## src/rtl/pipeline_ctrl_pkg.sv

```systemverilog
// Shared types and constants for the pipeline stall/flush sequencer.
package pipeline_ctrl_pkg;

  // Stall bus: [0]pc [1]if_id [2]id_ex [3]ex_mem [4]mem_wb [5]reserved
  localparam int STALL_W = 6;
  typedef logic [STALL_W-1:0] stall_bus_t;

  localparam stall_bus_t STALL_NONE = 6'b000000;
  localparam stall_bus_t STALL_IF   = 6'b000011;
  localparam stall_bus_t STALL_ID   = 6'b000111;
  localparam stall_bus_t STALL_EX   = 6'b001111;
  localparam stall_bus_t STALL_MEM  = 6'b011111;

  // MEM-stage exception type encodings; 2'b11 is an alias of EXC_EXCP.
  localparam logic [1:0] EXC_NONE     = 2'b00;
  localparam logic [1:0] EXC_EXCP     = 2'b01;
  localparam logic [1:0] EXC_ERTN     = 2'b10;
  localparam logic [1:0] EXC_EXCP_ALT = 2'b11;

  typedef enum logic [1:0] {
    ST_IDLE  = 2'd0,
    ST_DRAIN = 2'd1,
    ST_HOLD  = 2'd2
  } state_t;

  // Any non-zero type on a valid MEM instruction triggers a redirect.
  function automatic logic is_exc(input logic valid, input logic [1:0] etype);
    return valid && (etype != EXC_NONE);
  endfunction

  // Only ERTN returns to csr_era; every other redirect goes to csr_eentry.
  function automatic logic is_ertn(input logic [1:0] etype);
    return etype == EXC_ERTN;
  endfunction

endpackage

```

## src/rtl/pipeline_ctrl_if.sv

```systemverilog
// Bundle between the pipeline stages and the stall/flush sequencer.
// master = pipeline side (raises requests, consumes stall/flush/redirect),
// slave  = sequencer.
// Signalling: all signals are level-qualified per cycle; there is no
// valid/ready backpressure. new_pc is meaningful only while new_pc_valid=1
// and is driven to zero otherwise.
interface pipeline_ctrl_if #(
  parameter int ADDR_WIDTH = 32,
  parameter int CNT_WIDTH  = 32
);
  import pipeline_ctrl_pkg::*;

  logic                  stallreq_if;
  logic                  stallreq_id;
  logic                  stallreq_ex;
  logic                  stallreq_mem;
  logic                  mem_inst_valid;
  logic [1:0]            mem_excepttype;
  logic [ADDR_WIDTH-1:0] csr_eentry;
  logic [ADDR_WIDTH-1:0] csr_era;
  stall_bus_t            stall;
  logic                  flush;
  logic                  new_pc_valid;
  logic [ADDR_WIDTH-1:0] new_pc;
  logic [CNT_WIDTH-1:0]  stall_cycles;
  state_t                dbg_state;

  modport master (
    output stallreq_if, stallreq_id, stallreq_ex, stallreq_mem,
    output mem_inst_valid, mem_excepttype, csr_eentry, csr_era,
    input  stall, flush, new_pc_valid, new_pc, stall_cycles, dbg_state
  );

  modport slave (
    input  stallreq_if, stallreq_id, stallreq_ex, stallreq_mem,
    input  mem_inst_valid, mem_excepttype, csr_eentry, csr_era,
    output stall, flush, new_pc_valid, new_pc, stall_cycles, dbg_state
  );

endinterface

```

## src/rtl/pipeline_ctrl_stall_priority_enc.sv

```systemverilog
// Merges the four per-stage stall requests into one stall vector; the
// deepest requesting stage wins and freezes every stage in front of it.
module pipeline_ctrl_stall_priority_enc
  import pipeline_ctrl_pkg::*;
(
  input  logic       req_if,
  input  logic       req_id,
  input  logic       req_ex,
  input  logic       req_mem,
  output stall_bus_t stall
);

  // Priority chain from MEM down to IF.
  always_comb begin
    stall = STALL_NONE;
    if (req_mem)     stall = STALL_MEM;
    else if (req_ex) stall = STALL_EX;
    else if (req_id) stall = STALL_ID;
    else if (req_if) stall = STALL_IF;
  end

endmodule

```

## src/rtl/pipeline_ctrl.sv

```systemverilog
// Central stall/flush sequencer: priority stall vector, exception/ERTN
// flush with PC redirect, deferral behind outstanding MEM ops, and a
// saturating stall-cycle counter.
module pipeline_ctrl
  import pipeline_ctrl_pkg::*;
#(
  parameter int ADDR_WIDTH = 32,
  parameter int FLUSH_HOLD = 1,
  parameter int CNT_WIDTH  = 32
) (
  input  logic            clk,
  input  logic            rst,
  pipeline_ctrl_if.slave  bus
);

  // Last value of the hold counter before returning to IDLE; the redirect
  // cycle itself is the first flush cycle, so HOLD covers FLUSH_HOLD-1.
  localparam logic [3:0] HOLD_LAST = 4'(FLUSH_HOLD - 1);
  localparam state_t     AFTER_REDIRECT = (FLUSH_HOLD > 1) ? ST_HOLD : ST_IDLE;

  state_t                state_q, state_d;
  logic [3:0]            hold_q, hold_d;
  logic [ADDR_WIDTH-1:0] tgt_q, tgt_d;
  logic [CNT_WIDTH-1:0]  cnt_q;

  stall_bus_t            req_stall;
  stall_bus_t            stall_d;
  logic                  flush_d;
  logic                  npv_d;
  logic [ADDR_WIDTH-1:0] new_pc_d;
  logic                  exc;
  logic [ADDR_WIDTH-1:0] target;

  assign exc    = is_exc(bus.mem_inst_valid, bus.mem_excepttype);
  assign target = is_ertn(bus.mem_excepttype) ? bus.csr_era : bus.csr_eentry;

  pipeline_ctrl_stall_priority_enc u_enc (
    .req_if  (bus.stallreq_if),
    .req_id  (bus.stallreq_id),
    .req_ex  (bus.stallreq_ex),
    .req_mem (bus.stallreq_mem),
    .stall   (req_stall)
  );

  // Next-state and Mealy outputs; a redirect cycle always has stall=0.
  always_comb begin
    state_d  = state_q;
    hold_d   = hold_q;
    tgt_d    = tgt_q;
    stall_d  = STALL_NONE;
    flush_d  = 1'b0;
    npv_d    = 1'b0;
    new_pc_d = '0;
    case (state_q)
      ST_IDLE: begin
        if (exc && bus.stallreq_mem) begin
          tgt_d   = target;
          stall_d = STALL_MEM;
          state_d = ST_DRAIN;
        end else if (exc) begin
          flush_d  = 1'b1;
          npv_d    = 1'b1;
          new_pc_d = target;
          hold_d   = 4'd1;
          state_d  = AFTER_REDIRECT;
        end else begin
          stall_d = req_stall;
        end
      end
      ST_DRAIN: begin
        if (bus.stallreq_mem) begin
          stall_d = STALL_MEM;
        end else begin
          flush_d  = 1'b1;
          npv_d    = 1'b1;
          new_pc_d = tgt_q;
          hold_d   = 4'd1;
          state_d  = AFTER_REDIRECT;
        end
      end
      ST_HOLD: begin
        flush_d = 1'b1;
        if (hold_q >= HOLD_LAST) state_d = ST_IDLE;
        else                     hold_d  = hold_q + 4'd1;
      end
      default: state_d = ST_IDLE;
    endcase
  end

  // State, hold counter, captured target and saturating stall counter.
  always_ff @(posedge clk) begin
    if (rst) begin
      state_q <= ST_IDLE;
      hold_q  <= '0;
      tgt_q   <= '0;
      cnt_q   <= '0;
    end else begin
      state_q <= state_d;
      hold_q  <= hold_d;
      tgt_q   <= tgt_d;
      if (stall_d[0] && (cnt_q != {CNT_WIDTH{1'b1}})) cnt_q <= cnt_q + 1'b1;
    end
  end

  // Everything is forced low while reset is held.
  assign bus.stall        = rst ? STALL_NONE : stall_d;
  assign bus.flush        = rst ? 1'b0 : flush_d;
  assign bus.new_pc_valid = rst ? 1'b0 : npv_d;
  assign bus.new_pc       = rst ? '0 : new_pc_d;
  assign bus.stall_cycles = rst ? '0 : cnt_q;
  assign bus.dbg_state    = state_q;

endmodule

```

## src/flat_wrapper.sv

```systemverilog
// flat-port wrapper written by rule: the top's interface ports become plain ports
module pipeline_ctrl_flat import pipeline_ctrl_pkg::*;
#(
  parameter int ADDR_WIDTH = 32,
  parameter int FLUSH_HOLD = 1,
  parameter int CNT_WIDTH  = 32
)
  (clk, rst, bus_stallreq_if, bus_stallreq_id, bus_stallreq_ex, bus_stallreq_mem, bus_mem_inst_valid, bus_mem_excepttype, bus_csr_eentry, bus_csr_era, bus_stall, bus_flush, bus_new_pc_valid, bus_new_pc, bus_stall_cycles, bus_dbg_state);
  pipeline_ctrl_if #(.ADDR_WIDTH(ADDR_WIDTH), .CNT_WIDTH(CNT_WIDTH)) bus_i ();
  input  logic clk;
  input  logic rst;
  input wire logic [$bits(bus_i.stallreq_if)-1:0] bus_stallreq_if;
  input wire logic [$bits(bus_i.stallreq_id)-1:0] bus_stallreq_id;
  input wire logic [$bits(bus_i.stallreq_ex)-1:0] bus_stallreq_ex;
  input wire logic [$bits(bus_i.stallreq_mem)-1:0] bus_stallreq_mem;
  input wire logic [$bits(bus_i.mem_inst_valid)-1:0] bus_mem_inst_valid;
  input wire logic [$bits(bus_i.mem_excepttype)-1:0] bus_mem_excepttype;
  input wire logic [$bits(bus_i.csr_eentry)-1:0] bus_csr_eentry;
  input wire logic [$bits(bus_i.csr_era)-1:0] bus_csr_era;
  output wire logic [$bits(bus_i.stall)-1:0] bus_stall;
  output wire logic [$bits(bus_i.flush)-1:0] bus_flush;
  output wire logic [$bits(bus_i.new_pc_valid)-1:0] bus_new_pc_valid;
  output wire logic [$bits(bus_i.new_pc)-1:0] bus_new_pc;
  output wire logic [$bits(bus_i.stall_cycles)-1:0] bus_stall_cycles;
  output wire logic [$bits(bus_i.dbg_state)-1:0] bus_dbg_state;
  assign bus_i.stallreq_if = bus_stallreq_if;
  assign bus_i.stallreq_id = bus_stallreq_id;
  assign bus_i.stallreq_ex = bus_stallreq_ex;
  assign bus_i.stallreq_mem = bus_stallreq_mem;
  assign bus_i.mem_inst_valid = bus_mem_inst_valid;
  assign bus_i.mem_excepttype = bus_mem_excepttype;
  assign bus_i.csr_eentry = bus_csr_eentry;
  assign bus_i.csr_era = bus_csr_era;
  assign bus_stall = bus_i.stall;
  assign bus_flush = bus_i.flush;
  assign bus_new_pc_valid = bus_i.new_pc_valid;
  assign bus_new_pc = bus_i.new_pc;
  assign bus_stall_cycles = bus_i.stall_cycles;
  assign bus_dbg_state = bus_i.dbg_state;
  pipeline_ctrl #(.ADDR_WIDTH(ADDR_WIDTH), .FLUSH_HOLD(FLUSH_HOLD), .CNT_WIDTH(CNT_WIDTH)) u_core (.clk(clk), .rst(rst), .bus(bus_i));
endmodule
```

## config.mk

```make
export PLATFORM = sky130hd
export DESIGN_NAME = pipeline_ctrl_flat
export DESIGN_NICKNAME = d
export VERILOG_FILES = /design/src/rtl/pipeline_ctrl_pkg.sv /design/src/rtl/pipeline_ctrl_if.sv /design/src/rtl/pipeline_ctrl_stall_priority_enc.sv /design/src/rtl/pipeline_ctrl.sv /design/src/flat_wrapper.sv
export SDC_FILE = /design/constraint.sdc
export NUM_CORES = 1
export LEC_CHECK = 0
export BUFFER_PORTS_ARGS = -buffer_cell sky130_fd_sc_hd__buf_2
export CORE_UTILIZATION = 30
export CTS_CLUSTER_DIAMETER = 150
export DETAILED_ROUTE_END_ITERATION = 8
export PLACE_DENSITY_LB_ADDON = 0.2
export SLEW_MARGIN = 20
export SYNTH_ARGS = -nofsm -noshare
export SYNTH_HDL_FRONTEND = slang
export SYNTH_SLANG_ARGS = --single-unit
```

## constraint.sdc

```tcl
create_clock -name clk -period 2.7 [get_ports clk]
set_input_delay 0.27 -clock clk [delete_from_list [all_inputs] [get_ports clk]]
set_output_delay 0.27 -clock clk [all_outputs]
set_load 0.03 [all_outputs]
```

==> qor.csv, run 1 <==
metric,value,unit
synth_flop_cell,dfxtp_1,
multi_input_area,2415,µm²
synth_warnings,0,
syn-instance-count,466,
rsz0062_at_grt,false,
htree_levels,3,
viasPerCell,4.983,
switching_share,25.69,%
combinationalPowerShare,14.7,%
gp_congestion,0.7361,
final_cell_mix,"buf_2 (143), nor2_1 (91), dfxtp_1 (65), mux2_2 (44), mux2i_1 (33)",
wl,10230,µm
path_clk_slew,0.06,ns
slew_viol_final,0,
arrival,2.49,ns
areaGrowthSynthToFinish,29.98,%
p_int,1.809,mW
seq_area,1301,µm²
cts_setup_buffers,0,
num_vias,3857,
synthesis.area,3860,µm²
cts_resized,0,
min_period,2.218,ns
ant_nets,0,
drt_first_pass_iters,4,
synth_top_cell_by_area,dfxtp_1,
holdCritPathClass,in2reg,
worst_ep_required_time,2.97,ns
ctsHoldBuffers,0,
nets,671,
max_freq,450.8,MHz
routedWlPerCell,13.22,µm
power.leakage,2.120,nW
regToRegStartpoint,u_core.cnt_q[0],
setup_tns,0,ns
drv_cap,0,
tightest_slew,0.7901,ns
path_max_fanout,10,
hold_viol,0,
pre_cts_slack,0.4715,ns
yosysTopAreaCellShare,33.71,%
ioPinCount,147,
rrSetupSlack,0.48,ns
grt_usage,15.01,%
relSlewSlack,47.33,%
synth-edff-count,0,
die_area,13320,µm²
fill_cells,1291,
grt_max_degree,82,
portBuffers,144,
hold_path.startpoint,bus_csr_eentry[19],
setup_viol,0,
seqPwrFrac,41.4,%
drive_above_1_share,36.71,%
cts_made_buffers,9,
p_switching,0.6256,mW
p_per_area,485.3,nW/µm²
die_w,115.4,µm
grt_pass1_vias,3266,
core_area,12570,µm²
rr_endpoint,u_core.cnt_q[28],
drt-initial-drc-count,215,
cts_sinks,65,
rows,41,
clock_latency,0.33,ns
status,completed,
synth.avg_cell_area,8.283,µm²
ir_worst_vdd,0.0002090,V
cp-start-kind,register,
synth_cell_types,45,
grt_overflow,0,
ys_ff_latch,65,
drc,0,
layout_commonest_cell,buf_2,
reg2reg_depth,6,
ys_seq_area_share,33.71,%
finClkSkew,0.008731,ns
async_reset_ff_share,0,%
cts_tree,yes,
power,2.435,mW
die_h,115.4,µm
antenna_found_initial,0,
antennaDiodeCount,0,
end_kind,register,
clockRootBuffer,clkbuf_16,
fin_ws,0.4819,ns
clock_path_buffers,2,
dp_hpwl,7544,µm
whs_path_depth,4,
whs_endpoint,u_core.tgt_q[19],
synthTopCellsByArea,"dfxtp_1 (34%), mux2_2 (13%), nor2_1 (8.9%)",
fin_crit_sh,82.15,%
grt_pass1_wl,15720,µm
critPathKind,reg2reg,
initial_utilization,30.71,%
clkPwrFrac,43.9,%
[flip-flops by register name (all words and copies together), names as in the netlist]
name / cells
u_core.bus.dbg_state: 1
u_core.cnt_q: 32
u_core.tgt_q: 32
[how the worst max path moves through the flow]
| stage | cells after the start | from | end | slack, ns |
|---|---|---|---|---|
| finish | 6 | u_core.cnt_q[0] | u_core.cnt_q[28] | 0.48 |
| floorplan | 4 | u_core.bus.dbg_state[0] | bus_new_pc_valid | 0.60 |
| detailed placement | 6 | bus_mem_excepttype[1] | u_core.cnt_q[28] | 0.47 |
| CTS | 6 | u_core.cnt_q[0] | u_core.cnt_q[28] | 0.48 |
| global placement | 6 | bus_mem_excepttype[1] | u_core.cnt_q[28] | 0.53 |
| global route | 6 | u_core.cnt_q[0] | u_core.cnt_q[28] | 0.32 |
[synthesized netlist by cell type, types with 9 or more instances]
library cell  instances
nand2_1              22
nor2b_1              30
mux2_2               44
clkbuf_1             18
nor3_1               13
dfxtp_1              65
or4_1                 9
mux2i_1              33
a22oi_1              32
o21ai_0              14
nand3_1              13
nor2_1               92
[metal layers]
layer	routed length (µm)	track usage, %	vias to the layer above
li1	-	-	1928
met1	4690	19.35	1756
met2	4539	24.07	156
met3	810	3.295	17
met4	190	6.580	0
met5	0	0	-
[power by group through the flow]
stage | sequential (mW) | clock (mW) | combinational [mW]
finish | 1.01 | 1.07 | 0.358
global route | 1.01 | 1.14 | 0.395
CTS | 1.01 | 1.10 | 0.363
detailed placement | 1.03 | 0 | 0.362
floorplan | 1.02 | 0 | 0.247
global placement | 1.03 | 0 | 0.357
[cell type report]
| class | count | share of cell area, % |
|---|---|---|
| Multi-Input combinational cell | 364 | 48.13 |
| Timing Repair Buffer | 151 | 15.71 |
| Inverter | 6 | 0.4489 |
| Sequential cell | 65 | 25.94 |
| Clock buffer | 13 | 5.187 |
| Tap cell | 172 | 4.289 |
| Clock inverter | 3 | 0.2993 |
[logic make-up after synthesis]
kind of cell | share of synthesized area, %
multiplexers | 21.39
buffers and inverters | 4.214
adder cells (fa/ha/maj) | 0.3241
XOR/XNOR | 0.6808
AO/OA/AOI/OAI | 12.16
flip-flops | 33.71
AND/OR/NAND/NOR | 27.42
other | 0.09715
[critical path: stages, from the launching register on]
cell and delay, ns:
dfxtp_1 0.40, ha_1 0.25, and3_1 0.19, nand3_2 0.07, or4_1 0.66, or4_1 0.51
nand2_1 0.08
[metrics by stage]
| stage | cells | util [%] | hold slack [ns] | cell area, µm² |
|---|---|---|---|---|
| CTS | 774 | 39.92 | 0.3261 | 5017 |
| floorplan | 467 | - | 0.4414 | 3864 |
| detailed placement | 758 | 37.73 | 0.4821 | 4742 |
| finish | 774 | 39.92 | 0.3317 | 5017 |
| global route | 774 | 39.92 | 0.3465 | 5017 |
| global placement | 758 | 37.73 | 0.4741 | 4742 |
(Power assumes the default switching activity.)
==> inputs of run 2 (changes only) <==
--- a/config.mk
+++ b/config.mk
@@ -5,6 +5,7 @@
 export SDC_FILE = /design/constraint.sdc
 export NUM_CORES = 1
 export LEC_CHECK = 0
+export ABC_AREA = 1
 export BUFFER_PORTS_ARGS = -buffer_cell sky130_fd_sc_hd__buf_2
 export CORE_UTILIZATION = 30
 export CTS_CLUSTER_DIAMETER = 150
==> constraint.sdc (replaced) <==
create_clock -name clk -period 2 [get_ports clk]
set_input_delay 0.2 -clock clk [delete_from_list [all_inputs] [get_ports clk]]
set_output_delay 0.2 -clock clk [all_outputs]
set_load 0.03 [all_outputs]
==> qor.csv, run 2 <==
metric,value,unit,change
layout_commonest_cell,nand2_1,,
final_cell_mix,"nand2_1 (196), buf_2 (143), nor2_1 (135), inv_1 (84), dfxtp_1 (64)",,
slew_viol_final,0,,unchanged
met3_usage,3.680,%,+0.38 points
hold_viol,0,,unchanged
ir_worst_vdd,0.0003669,V,+76%
initial_utilization,30.98,%,+0.27 points
cp-start-kind,register,,
path_max_fanout,15,,+5
drt_first_pass_iters,7,,+3
end_kind,register,,
async_reset_ff_share,0,%,unchanged
rsz0062_at_grt,false,,
clock_path_buffers,2,,unchanged
drc,0,,unchanged
grt_use_met1,24.11,%,+4.8 points
antennaDiodeCount,0,,unchanged
cts_tree,yes,,
synth-edff-count,0,,unchanged
fin_crit_sh,92.02,%,+9.9 points
grt_pass1_vias,4626,,+42%
clockRootBuffer,clkbuf_16,,
setup_viol,0,,unchanged
nets,964,,+44%
finish.utilization,39.33,%,-0.59 points
grt_max_degree,65,,-21%
synth_top_cell_by_area,dfxtp_1,,
min_period,1.840,ns,-0.3777 ns
p_switching,1.025,mW,+64%
drv_cap,0,,unchanged
gp_congestion,0.8780,,+19%
ioPinCount,147,,unchanged
drive_above_1_share,26.03,%,-11 points
die_area,15680,µm²,+18%
holdCritPathClass,in2reg,,
routedWlPerCell,12.79,µm,-3.2%
status,completed,,
power,3.471,mW,+43%
antenna_found_initial,0,,unchanged
clock_latency,0.34,ns,about the same
critPathKind,reg2reg,,
viasPerCell,4.662,,-6.5%
busiest_layer,met2,,
wl,13800,µm,+35%
p_int,2.445,mW,+35%
post-synth-top-count-cell,nand2_1,,
portBuffers,144,,unchanged
rows,44,,+7.3%
ys_seq_area_share,28.57,%,-5.1 points
grt_overflow,0,,unchanged
final_cells,1079,,+39%
syn-instance-count,755,,+62%
arrival,2.11,ns,-0.38 ns
areaGrowthSynthToFinish,26.95,%,
combinationalPowerShare,16.1,%,+1.4 points
synth_common_cells,"nand2_1 (196), nor2_1 (136), inv_1 (84), dfxtp_1 (65), nand3_1 (52)",,
finClkSkew,0.005091,ns,-0.003640 ns
grt_pass1_wl,22890,µm,+46%
die_w,125.2,µm,+8.5%
power.leakage,2.593,nW,+22%
synth_flop_cell,dfxtp_1,,
placedCellCount,1062,,+40%
seqPwrFrac,39.7,%,-1.7 points
fill_cells,1657,,+28%
die_h,125.2,µm,+8.5%
num_vias,5030,,+30%
worst_ep_required_time,2.27,ns,-0.70 ns
synthesis.area,4554,µm²,+18%
synth_warnings,0,,unchanged
synthTopCellsByArea,"dfxtp_1 (29%), nand2_1 (16%), nor2_1 (11%)",,
setup_tns,0,ns,unchanged
core_area,14700,µm²,+17%
p_per_area,600.3,nW/µm²,+24%
gr-usage-met2,28.75,%,+4.7 points
clkPwrFrac,44.1,%,+0.2 points
grt_usage,18.10,%,+3.1 points
yosysTopAreaCellShare,28.57,%,-5.1 points
ant_nets,0,,unchanged
dp_hpwl,10550,µm,+40%
synth_cell_types,27,,-40%
htree_levels,3,,unchanged
path_clk_slew,0.06,ns,about the same
cts_made_buffers,9,,unchanged
max_freq,543.4,MHz,+21%
synth.avg_cell_area,6.032,µm²,-27%
ys_ff_latch,65,,unchanged
drt-initial-drc-count,296,,+38%
cts_sinks,65,,unchanged
switching_share,29.54,%,+3.9 points
run 2: changes by cell type in the layout (fill, tap and decap cells not counted), sizes merged, moves of 23 or more:
| cell | delta |
|---|---|
| a21oi | +47 |
| inv | +79 |
| mux2 | -44 |
| mux2i | -33 |
| nand2 | +190 |
| nand3 | +38 |
| nor2 | +52 |
| nor2b | -30 |
| o21ai | +23 |
run 2: power groups by stage:
stage | sequential (mW) | combinational [mW] | clock (mW)
after floorplan | 1.40 | 0.382 | 0
after global placement | 1.41 | 0.562 | 0
after detailed placement | 1.40 | 0.561 | 0
after CTS | 1.38 | 0.564 | 1.58
after global routing | 1.38 | 0.626 | 1.63
final | 1.38 | 0.560 | 1.53
run 2: metrics by stage:
step	area (µm²)	hold slack [ns]	setup slack, ns
CTS	5773	0.2487	0.04896
floorplan	4558	0.4241	0.1016
finish	5782	0.2618	0.1596
global route	5782	0.2852	0.02725
detailed placement	5474	0.4400	0.1656
global placement	5474	0.4372	0.1848
run 2: cells by family (layout without fill, tap and decap cells):
logic type | after synthesis | in the layout | synth area share (%)
buf+inv | 130 | 269 | 12.44
fa+ha+maj | 1 | 1 | 0.2747
other cells | 1 | 2 | 0.08234
simple gates | 419 | 419 | 38.79
compound gates | 126 | 126 | 17.34
xor+xnor | 13 | 13 | 2.500
flops | 65 | 65 | 28.57
run 2: layout make-up:
type | instances | area (µm²) | area share, %
clock buffer | 11 | 252.7 | 4.371
clock inverter | 5 | 40.04 | 0.6925
inverter | 85 | 319.1 | 5.518
multi-input combinational | 561 | 2709 | 46.85
sequential | 65 | 1303 | 22.53
tap | 184 | 230.2 | 3.982
timing repair buffer | 168 | 928.4 | 16.06
run 2: final timing paths:
check	slack, ns	cells after the start	from	to
max	0.16	10	u_core.cnt_q[0]	u_core.cnt_q[27]
min	0.26	5	bus_csr_eentry[20]	u_core.tgt_q[20]
max reg2reg	0.16	10	u_core.cnt_q[0]	u_core.cnt_q[27]
min reg2reg	0.45	2	u_core.tgt_q[21]	u_core.tgt_q[21]
run 2: what timing repair did:
action	in CTS	in global routing
buffers inserted	0	1
endpoints found under the setup margin	25	32
resized for setup	1	1
pin swaps	0	1
hold buffers	0	0
run 2: critical path, stage by stage (launching register included):
cell,delay (ns)
dfxtp_1,0.33
ha_1,0.20
inv_1,0.11
nor2_4,0.17
nand2_4,0.08
nor2_4,0.14
nand2_4,0.11
nand2_4,0.13
buf_4,0.25
nand2_1,0.09
a21oi_2,0.14
run 2: per-layer routing:
| layer | wire length (µm) | vias to the layer above | share of wire, % |
|---|---|---|---|
| met2 | 6140 | 124 | 44 |
| met4 | 210 | 0 | 1.5 |
| met5 | 0 | - | 0 |
| met3 | 631 | 13 | 4.6 |
| li1 | - | 2648 | - |
| met1 | 6820 | 2245 | 49 |
==> inputs of run 3 (changes only) <==
--- a/config.mk
+++ b/config.mk
@@ -8,6 +8,7 @@
 export ABC_AREA = 1
 export BUFFER_PORTS_ARGS = -buffer_cell sky130_fd_sc_hd__buf_2
 export CORE_UTILIZATION = 30
+export CTS_BUF_LIST = sky130_fd_sc_hd__clkbuf_8
 export CTS_CLUSTER_DIAMETER = 150
 export DETAILED_ROUTE_END_ITERATION = 8
 export PLACE_DENSITY_LB_ADDON = 0.2
==> qor.csv, run 3 (synthesis results as in run 2) <==
metric,value,unit,change
fin_crit_sh,91.82,%,-0.20 points
cts_sinks,65,,unchanged
path_common_cell,nand2_4,,
ant_nets,0,,unchanged
worst_path_max_delay_cell,inv_2,,
placedCellCount,1062,,unchanged
holdCritPathClass,in2reg,,
portBuffers,144,,unchanged
antenna_found_initial,0,,unchanged
final_cell_mix,"nand2_1 (196), buf_2 (143), nor2_1 (135), inv_1 (84), dfxtp_1 (64)",,
drive_above_1_share,26.03,%,unchanged
viasPerCell,4.660,,about the same
arrival,2.13,ns,+0.02 ns
crit_buf_inv,2,,unchanged
cts_made_buffers,9,,unchanged
layout_commonest_cell,nand2_1,,
num_vias,5028,,-0.040%
drv_cap,0,,unchanged
slew_viol_final,0,,unchanged
finClkSkew,0.007831,ns,+0.002740 ns
antennaDiodeCount,0,,unchanged
grt_pass1_wl,22780,µm,-0.48%
clockRootBuffer,clkbuf_8,,
end_kind,register,,
grt_pass1_vias,4615,,-0.24%
initial_utilization,30.98,%,unchanged
path_clk_slew,0.08,ns,+0.02 ns
final_cells,1079,,unchanged
critPathKind,reg2reg,,
nets,964,,unchanged
die_h,125.2,µm,unchanged
cts_tree,yes,,
worst_ep_required_time,2.29,ns,+0.02 ns
grt_max_degree,65,,unchanged
ctsHoldBuffers,0,,unchanged
rows,44,,unchanged
slowest_delay,0.35,ns,+0.02 ns
min_period,1.836,ns,-0.003973 ns
drt_first_pass_iters,7,,unchanged
status,completed,,
cp-start-kind,register,,
htree_levels,3,,unchanged
rsz0062_at_grt,false,,
p_per_area,533.7,nW/µm²,-11%
setup_tns,0,ns,unchanged
routedWlPerCell,12.76,µm,-0.28%
max_freq,544.5,MHz,+0.22%
ioPinCount,147,,unchanged
cp_top_family,simple AND/OR/NAND/NOR gates,,
drc,0,,unchanged
die_w,125.2,µm,unchanged
ir_worst_vdd,0.0002628,V,-28%
power.leakage,2.547,nW,-1.8%
grt_usage,18.02,%,-0.083 points
setup_viol,0,,unchanged
dp_hpwl,10550,µm,unchanged
path_max_fanout,24,,+9
die_area,15680,µm²,unchanged
hold_viol,0,,unchanged
grt_overflow,0,,unchanged
areaGrowthSynthToFinish,24.73,%,
critical_path.cell_chain,"ha_1, inv_1, nor2_4, nand2_4, nor2_4, nand2_4, nand2_4, inv_2, nand2_1, a21oi_2",,
wl,13770,µm,-0.28%
clock_latency,0.36,ns,+0.02 ns
core_area,14700,µm²,unchanged
gp_congestion,0.8780,,unchanged
drt-initial-drc-count,282,,-4.7%
clock_path_buffers,2,,unchanged
==> run 3: changes by cell type in the layout (fill, tap and decap cells not counted) <==
cell / change
clkbuf_16: -9
clkbuf_8: +9
==> run 3: worst reg2reg max path, cell delays in order, from the launching register on <==
cell,delay [ns]
dfxtp_1,0.32
ha_1,0.23
inv_1,0.15
nor2_4,0.07
nand2_4,0.09
nor2_4,0.05
nand2_4,0.12
nand2_4,0.10
inv_2,0.35
nand2_1,0.15
a21oi_2,0.14
==> run 3: final timing paths <==
kind / start / to / slack [ns] / cells after the start
worst max register to register: u_core.cnt_q[0] / u_core.cnt_q[27] / 0.16 / 10
worst max-delay path: u_core.cnt_q[0] / u_core.cnt_q[27] / 0.16 / 10
worst min register to register: u_core.tgt_q[13] / u_core.tgt_q[13] / 0.45 / 2
worst min-delay path: bus_csr_eentry[20] / u_core.tgt_q[20] / 0.24 / 5
==> run 3: per-stage QoR <==
step	setup WS (ns)	total power, mW	area [µm²]	util [%]	hold WS (ns)
final	0.1636	3.032	5680	38.64	0.2354
after global routing	0.03312	3.196	5680	38.64	0.2532
after CTS	0.006828	3.079	5672	38.59	0.2116
after detailed placement	0.1656	1.965	5474	37.24	0.4400
after global placement	0.1848	1.968	5474	37.24	0.4372
after floorplan	0.1016	1.782	4558	-	0.4241
==> run 3: cell type report <==
cell class                 count  area [µm²]
multi-input combinational    561        2709
tap                          184       230.2
fill                        1663        9019
clock buffer                  11       151.4
sequential                    65        1303
inverter                      85       319.1
timing repair buffer         168       928.4
clock inverter                 5       40.04
==> run 3: routing by layer <==
layer	vias to the layer above	part of all wire, %	global-route usage (%)	wire length [µm]
met4	0	1.6	6.815	218
met3	15	4.7	3.680	641
met1	2234	50	23.98	6830
met5	-	0	0	0
met2	131	44	28.62	6074
li1	2648	-	-	-
==> run 3: repair_timing <==
action / in CTS / in global routing
setup endpoints to repair: 25 / 32
pin swaps: 0 / 1
endpoints found under the hold margin: 0 / 0
buffers inserted: 0 / 1
cloned: 0 / 0
resized for setup: 1 / 1
==> run 3: report_power, final <==
group | internal, mW | leakage [nW] | switching, mW | total (mW)
Combinational | 0.189 | 1.93 | 0.372 | 0.560
Clock | 0.521 | 0.0878 | 0.575 | 1.10
Sequential | 1.34 | 0.530 | 0.0310 | 1.38
